File: src/rtl/scene_renderer.sv
// scene_renderer: pixel-colour source for the VGA driver. Composites sky,
// two pipes, ground and an animated bird from a double-buffered scene.
// New scenes are accepted into a shadow buffer and become active only when
// blanking begins, so a frame is never drawn from two different scenes.
module scene_renderer #(
    parameter int          SCR_W       = 640,
    parameter int          SCR_H       = 480,
    parameter int          BIRD_X      = 160,
    parameter int          BIRD_W      = 34,
    parameter int          BIRD_H      = 24,
    parameter int          PIPE_W      = 52,
    parameter int          GAP_H       = 100,
    parameter int          GROUND_Y    = 400,
    parameter int          ANIM_FRAMES = 8,
    parameter logic [11:0] C_SKY       = 12'h4CF,
    parameter logic [11:0] C_PIPE      = 12'h2A2,
    parameter logic [11:0] C_GROUND    = 12'hDB7,
    parameter logic [11:0] C_BIRD_A    = 12'hFD0,
    parameter logic [11:0] C_BIRD_B    = 12'hF80
) (
    input  logic        clk,
    input  logic        rst,
    input  logic [9:0]  curr_x,
    input  logic [9:0]  curr_y,
    input  logic        rdyn,
    input  logic        scn_valid,
    output logic        scn_ready,
    input  logic [9:0]  bird_y,
    input  logic [9:0]  pipe0_x,
    input  logic [9:0]  pipe1_x,
    input  logic [9:0]  pipe0_gap,
    input  logic [9:0]  pipe1_gap,
    output logic [11:0] color,
    output logic        frame_start
);

    localparam int AW = (ANIM_FRAMES > 1) ? $clog2(ANIM_FRAMES) : 1;

    typedef struct packed {
        logic [9:0] bird_y;
        logic [9:0] pipe0_x;
        logic [9:0] pipe0_gap;
        logic [9:0] pipe1_x;
        logic [9:0] pipe1_gap;
    } scene_t;

    localparam scene_t SCENE_RST = '{bird_y: 10'd240, pipe0_x: 10'h3FF, pipe0_gap: 10'd0,
                                     pipe1_x: 10'h3FF, pipe1_gap: 10'd0};

    scene_t          shadow_q, shadow_d, active_q, active_d;
    logic            shadow_full_q, shadow_full_d;
    logic            rdyn_dly_q, rdyn_dly_d;
    logic [AW-1:0]   anim_cnt_q, anim_cnt_d;
    logic            wing_q, wing_d;
    logic            frame_start_q, frame_start_d;
    logic            s1_blank_q, s1_blank_d;
    logic            s1_bird_q, s1_bird_d;
    logic            s1_ground_q, s1_ground_d;
    logic            s1_pipe_q, s1_pipe_d;
    logic [11:0]     color_q, color_d;
    logic            blank_edge;

    assign scn_ready   = !shadow_full_q;
    assign color       = color_q;
    assign frame_start = frame_start_q;
    assign blank_edge  = rdyn && !rdyn_dly_q;

    // Pipe hit: inside the column (clipped at the right screen edge) and outside the opening.
    function automatic logic pipe_hit(input logic [10:0] x, input logic [10:0] y,
                                      input logic [9:0] px, input logic [9:0] gap);
        return (x >= {1'b0, px}) && (x < {1'b0, px} + 11'(PIPE_W)) && (x < 11'(SCR_W)) &&
               ((y < {1'b0, gap}) || (y >= {1'b0, gap} + 11'(GAP_H)));
    endfunction

    // Scene handshake, tear-free commit at blank start, wing animation.
    always_comb begin
        shadow_d      = shadow_q;
        shadow_full_d = shadow_full_q;
        active_d      = active_q;
        anim_cnt_d    = anim_cnt_q;
        wing_d        = wing_q;
        rdyn_dly_d    = rdyn;
        frame_start_d = blank_edge;
        // Accept and commit are exclusive: accept needs an empty shadow, commit a full one.
        if (scn_valid && !shadow_full_q) begin
            shadow_d      = '{bird_y: bird_y, pipe0_x: pipe0_x, pipe0_gap: pipe0_gap,
                              pipe1_x: pipe1_x, pipe1_gap: pipe1_gap};
            shadow_full_d = 1'b1;
        end
        if (blank_edge) begin
            if (shadow_full_q) begin
                active_d      = shadow_q;
                shadow_full_d = 1'b0;
            end
            if (anim_cnt_q == AW'(ANIM_FRAMES - 1)) begin
                anim_cnt_d = '0;
                wing_d     = !wing_q;
            end else begin
                anim_cnt_d = anim_cnt_q + 1'b1;
            end
        end
    end

    // Stage 1: hit flags for the presented coordinate against the active scene.
    always_comb begin
        logic [10:0] x11, y11, by11;
        x11  = {1'b0, curr_x};
        y11  = {1'b0, curr_y};
        by11 = {1'b0, active_q.bird_y};
        // Coordinates outside the visible area are treated like blanking.
        s1_blank_d  = rdyn || (x11 >= 11'(SCR_W)) || (y11 >= 11'(SCR_H));
        s1_bird_d   = (x11 >= 11'(BIRD_X)) && (x11 < 11'(BIRD_X + BIRD_W)) &&
                      (y11 >= by11) && (y11 < by11 + 11'(BIRD_H));
        s1_ground_d = (y11 >= 11'(GROUND_Y));
        s1_pipe_d   = pipe_hit(x11, y11, active_q.pipe0_x, active_q.pipe0_gap) ||
                      pipe_hit(x11, y11, active_q.pipe1_x, active_q.pipe1_gap);
    end

    // Stage 2: priority mux blank > bird > ground > pipe > sky.
    always_comb begin
        color_d = C_SKY;
        if (s1_blank_q)       color_d = 12'h000;
        else if (s1_bird_q)   color_d = wing_q ? C_BIRD_B : C_BIRD_A;
        else if (s1_ground_q) color_d = C_GROUND;
        else if (s1_pipe_q)   color_d = C_PIPE;
    end

    // State registers; reset drops any pending scene and flushes the pipeline.
    always_ff @(posedge clk) begin
        if (rst) begin
            shadow_q      <= SCENE_RST;
            shadow_full_q <= 1'b0;
            active_q      <= SCENE_RST;
            anim_cnt_q    <= '0;
            wing_q        <= 1'b0;
            rdyn_dly_q    <= 1'b1;
            frame_start_q <= 1'b0;
            s1_blank_q    <= 1'b1;
            s1_bird_q     <= 1'b0;
            s1_ground_q   <= 1'b0;
            s1_pipe_q     <= 1'b0;
            color_q       <= 12'h000;
        end else begin
            shadow_q      <= shadow_d;
            shadow_full_q <= shadow_full_d;
            active_q      <= active_d;
            anim_cnt_q    <= anim_cnt_d;
            wing_q        <= wing_d;
            rdyn_dly_q    <= rdyn_dly_d;
            frame_start_q <= frame_start_d;
            s1_blank_q    <= s1_blank_d;
            s1_bird_q     <= s1_bird_d;
            s1_ground_q   <= s1_ground_d;
            s1_pipe_q     <= s1_pipe_d;
            color_q       <= color_d;
        end
    end

endmodule

File: config.mk
export PLATFORM = sky130hd
export DESIGN_NAME = scene_renderer
export DESIGN_NICKNAME = d
export VERILOG_FILES = /design/src/rtl/scene_renderer.sv
export SDC_FILE = /design/constraint.sdc
export NUM_CORES = 1
export LEC_CHECK = 0
export ABC_AREA = 1
export CORE_AREA = 2 2 128 130
export DETAILED_ROUTE_END_ITERATION = 6
export DIE_AREA = 0 0 130 132
export PLACE_DENSITY = 0.62
export SETUP_SLACK_MARGIN = 0.4
export SLEW_MARGIN = 20
export SYNTH_ARGS = -nofsm -noshare
export SYNTH_HDL_FRONTEND = slang
export SYNTH_SLANG_ARGS = --single-unit
File: constraint.sdc
create_clock -name clk -period 3.7 [get_ports clk]
set_input_delay 0.555 -clock clk [delete_from_list [all_inputs] [get_ports clk]]
set_output_delay 0.555 -clock clk [all_outputs]
set_load 0.005 [all_outputs]
Word level (Yosys, flattened, before mapping)
Index checks and enable logic that the tools add are counted.

operators by class
  add/sub/neg operators = 6
  order comparisons = 16
  equal/unequal tests = 1
  mux-type cells = 8
  reductions and logical operators = 22

operators with widths
  cell                   count
  $lt 10x11->1           3
  $ge 10x10->1           3
  $mux 12                2
  $add 10x6->11 const B  2
  $add 10x7->11 const B  2
  $ge 10x11->1           2
  $ge 10x9->1 const B    2
  $lt 10x10->1           2
  $add 10x5->11 const B  1
  $logic_and 1x1->1      11
  $mux 11                1
  $ge 10x10->1 const B   1
  $ge 10x8->1 const B    1
  $lt 10x10->1 const B   1
  $lt 10x8->1 const B    1
  $mux 7                 1
  $logic_or 1x1->1       5
  $reduce_and 2->1       2
  $add 3x1->3 const B    1
  $eq 3x3->1 const B     1
  $logic_not 1->1        3
  $mux 1                 3
  $mux 3                 1
  $reduce_or 2->1        1

storage, ports and cells
  register bits = 123
  input bits = 74
  logic and storage cells = 73

Depth between registers and ports, before layout
  depth in word-level cells = 6
  gate-level depth with buffers = 15
  depth with buffers taken out = 15

Worst setup path before layout
OpenSTA, ideal clock, no wires.

  path type = reg2reg
  start point = register active_q[43] (netlist name)
  end point = register s1_bird_q
  setup time = 0.115 ns
  arrival = 1.807 ns
  required time = 3.585 ns
  setup slack = 1.778 ns
  cell stages (with the launch flop) = 11
  period minus slack after synthesis = 1.922 ns
  path through = dfxtp_1 inv_1 ha_1 or2_2 nor3_1 xor2_1 ha_1 nand4_1 nand3b_1 nand3_1 nor2_1

on the way
  longest elaborated chain between the ends = 3

RTL lines
  item                                               RTL line  RTL
  start, declared                                    50        scene_t shadow_q, shadow_d, active_q, active_d;
  start signal, assigned                             146       active_q <= active_d;
  $add 10x5->11 or $ge 10x10->1 (tied branches)      113       (y11 >= by11) && (y11 < by11 + 11'(BIRD_H));
  $lt 10x11->1 or $logic_and 1x1->1 (tied branches)  113, 112
  $logic_and 1x1->1 (*)                              113
  end signal, assigned                               152       s1_bird_q <= s1_bird_d;
  end, declared                                      57        logic s1_bird_q, s1_bird_d;

Every way passes the cells marked *; elsewhere a longest branch is shown, timed or not.
A chain may end at the register's enable or synchronous reset.

Final worst setup path
Same ends and word-level chain as after synthesis.

==> flow_summary_export.csv <==
group,metric,value,unit
run_status,status,"finished, final reports clean",
pwr,clkPwrFrac,47.5,%
worst_setup_path,path_max_fanout,4,
worst_setup_path,start_kind,"register",
clock_network,holdBufCountCts,0,
cells_and_area,finalNonFillerCells,1234,
clock_network,cts_root_buf,"clkbuf_16",
route,via_per_inst,4.83,
clock_network,cts_buffers,17,
global_routing,first_global_vias,5589,
sta,hold_violations,0,
clock_network,post_cts_resized,0,
route,routedWlPerCell,13.0,µm
placement,dp_cells,1202,
logic_synthesis,yosysTopAreaCell,"dfxtp_1",
logic_synthesis,synth_cells,927,
global_routing,grt_pass1_wl,27000,µm
worst_setup_path,worstSetupPathType,"reg2reg",
clock_network,path_clk_slew,0.06,ns
clock_network,htree_levels,4,
logic_synthesis,ys_warn_count,0,
route,wl,16000,µm
min_path,hold_start,"s1_blank_q",
sta,fin_tns_setup,0,ns
logic_synthesis,synth_cell_types,35,
min_path,worstHoldEndpoint,"color[7]",
floorplan,initial_core_util,44.3,%
sta,finClkSkew,0.0160,ns
placement,routabilityCongestion,0.893,
worst_setup_path,r2r_start,"active_q[43]",
cells_and_area,fillers,1522,
min_path,hold-path-cell-count,1,
logic_synthesis,synth_edf_count,0,
sta,fin_crit,2.17,ns
sta,drv_slew,0,
logic_synthesis,async_reset_ff_share,0,%
logic_synthesis,ys_ff_latch,121,
pwr,p_switching,908,µW
floorplan,num_rows,46,
floorplan,ioPinCount,88,
route,num_vias,5957,
floorplan,die_w,130,µm
clock_network,cts_tree,"done",
route,firstDrtPassIters,5,
placement,dp_hpwl,11700,µm
worst_setup_path,crit_required,4.06,ns
logic_synthesis,synth_nets,1097,
route,final_antenna_net_count,0,
sta,fmax,461,MHz
sta,tightest_slew,0.883,ns
logic_synthesis,synthTopCellsByCount,"nand2_1, dfxtp_1, nor2_1",
global_routing,grt.overflow.total,0,
pwr,power.total,3610,µW
floorplan,core-area,15700,µm²
worst_setup_path,ff2ff_path_depth,11,
cells_and_area,diodes,0,
sta,setup_viol,0,
global_routing,antenna_found_initial,0,
pwr,peakVddDrop,0.316,mV
cells_and_area,area_growth,23.7,%
placement,io_buffers,87,
cells_and_area,fin_nets,1175,
clock_network,clk_path_buf_depth,2,
logic_synthesis,yosysMostFrequentCell,"nand2_1",
sta,rsz0062_at_grt,"no",
global_routing,grt_use_total,19.8,%
clock_network,insertion_delay,0.42,ns
route,drc_errors,0,
logic_synthesis,syn_area,6950,µm²
global_routing,grt_max_degree,51,
pwr,p_sw_share,25.2,%
sta,finalCritPeriodShare,58.6,%
logic_synthesis,ys_seq_area_share,34.8,%
worst_setup_path,r2r_setup_slack,1.53,ns
worst_setup_path,arrival,2.53,ns
pwr,p_comb_share,13.5,%
route,drtIter0Drc,294,
logic_synthesis,synth_area_leaders,"dfxtp_1, ha_1, nand2_1, nor2_1, inv_1",
floorplan,die-area,17200,µm²
cells_and_area,postLayoutCoreUtil,54.7,%
logic_synthesis,yosys.area.top_type_share,34.8,%
pwr,seq_power_share,39.0,%
clock_network,cts_sinks,121,
worst_setup_path,critPathCaptureType,"register",
flow_run,max_cap_viol_count,0,
pwr,power.static_leakage,0.00408,µW
worst_setup_path,r2r_end,"s1_bird_q",
logic_synthesis,syn_area_per_cell,7.50,µm²
sta,relSlewSlack,41.1,%
cells_and_area,drive_above_1_share,5.99,%
pwr,power.density,419,nW/µm²
clock_network,post_cts_buffers,0,
sta,holdWs,0.419,ns
min_path,hold_path_class,"reg2reg",
floorplan,die_y,132,µm
pwr,p_int,2700,µW
logic_synthesis,synthFlopType,"dfxtp_1",
[sequential cells by signal, summed over array words and instances (netlist names)]
register       cells
rdyn_dly_q         1
s1_pipe_q          1
s1_ground_q        1
s1_blank_q         1
s1_bird_q          1
shadow_full_q      1
active_q          50
wing_q             1
anim_cnt_q         3
frame_start        1
color             10
shadow_q          50
[area by class of cell]
| type | count | area [µm²] | share of cell area, % |
|---|---|---|---|
| well taps | 216 | 270 | 3.14 |
| clock buffers | 21 | 470 | 5.47 |
| inverters | 106 | 398 | 4.63 |
| repair buffers | 92 | 908 | 10.6 |
| flip-flops and latches | 121 | 2420 | 28.2 |
| multi-input cells | 667 | 3990 | 46.3 |
| clock inverters | 11 | 145 | 1.69 |
[power groups by stage]
stage / Clock, µW / Combinational [µW] / Sequential (µW)
2_1_floorplan: 0 / 308 / 1420
3_3_place_gp: 0 / 486 / 1430
3_5_place_dp: 0 / 489 / 1430
4_1_cts: 1750 / 491 / 1410
5_1_grt: 1800 / 562 / 1410
6_report: 1710 / 486 / 1410
[worst max-delay path by stage]
stage	end	cells past startpoint	slack (ns)	from
2_1_floorplan	s1_bird_q	10	1.78	active_q[43]
3_3_place_gp	s1_pipe_q	9	1.24	curr_y[9]
3_5_place_dp	s1_pipe_q	12	1.18	curr_y[6]
4_1_cts	s1_bird_q	11	1.54	active_q[43]
5_1_grt	s1_bird_q	11	1.34	active_q[43]
6_report	s1_bird_q	11	1.53	active_q[43]
[routing by layer]
layer / track usage, % / vias up / share of wire [%]
li1: - / 3222 / -
met1: 26.7 / 2622 / 48
met2: 31.2 / 96 / 46
met3: 4.91 / 17 / 4.0
met4: 6.27 / 0 / 1.3
met5: 0 / - / 0
[through the flow]
step / cell area [µm²] / worst slack [ns]
finish: 8600 / 1.53
global route: 8600 / 1.34
CTS: 8600 / 1.54
detailed placement: 7990 / 1.18
global placement: 7990 / 1.24
floorplan: 6950 / 1.78
[worst max-delay path: stages (launching register included)]
cell     delay, ns
dfxtp_1       0.34
inv_1         0.11
ha_1          0.23
or2_2         0.33
nor3_1        0.18
xor2_1        0.20
ha_1          0.27
nand4_1       0.11
a21oi_1       0.05
nor2_1        0.08
nand3_1       0.10
nor2_1        0.12
[cell usage in the layout (no fill, tap or decap), types with 2 or more instances in the layout]
master,instances
a21o_1,5
a21oi_1,67
a21oi_2,2
buf_4,5
bufinv_16,3
clkbuf_16,17
clkbuf_8,3
clkdlybuf4s50_1,87
clkinv_2,2
clkinvlp_4,6
dfxtp_1,121
ha_1,96
inv_1,99
inv_2,7
nand2_1,180
nand2_2,6
nand3_1,51
nand3b_1,6
nand4_1,9
nor2_1,102
nor2_2,4
nor2_4,3
nor3_1,5
nor4_1,2
o2111ai_1,2
o211ai_1,23
o21a_1,3
o21ai_0,52
o21ai_1,13
o21bai_1,2
xnor2_1,2
xor2_1,25
[logic make-up after synthesis]
| logic type | count (synthesis) | synth area share [%] |
|---|---|---|
| AO/OA/AOI/OAI | 175 | 14.3 |
| XOR/XNOR | 27 | 3.40 |
| adder cells (fa/ha/maj) | 96 | 17.3 |
| buffers and inverters | 139 | 7.90 |
| flip-flops | 121 | 34.8 |
| AND/OR/NAND/NOR | 369 | 22.3 |
(Power assumes the default switching activity.)
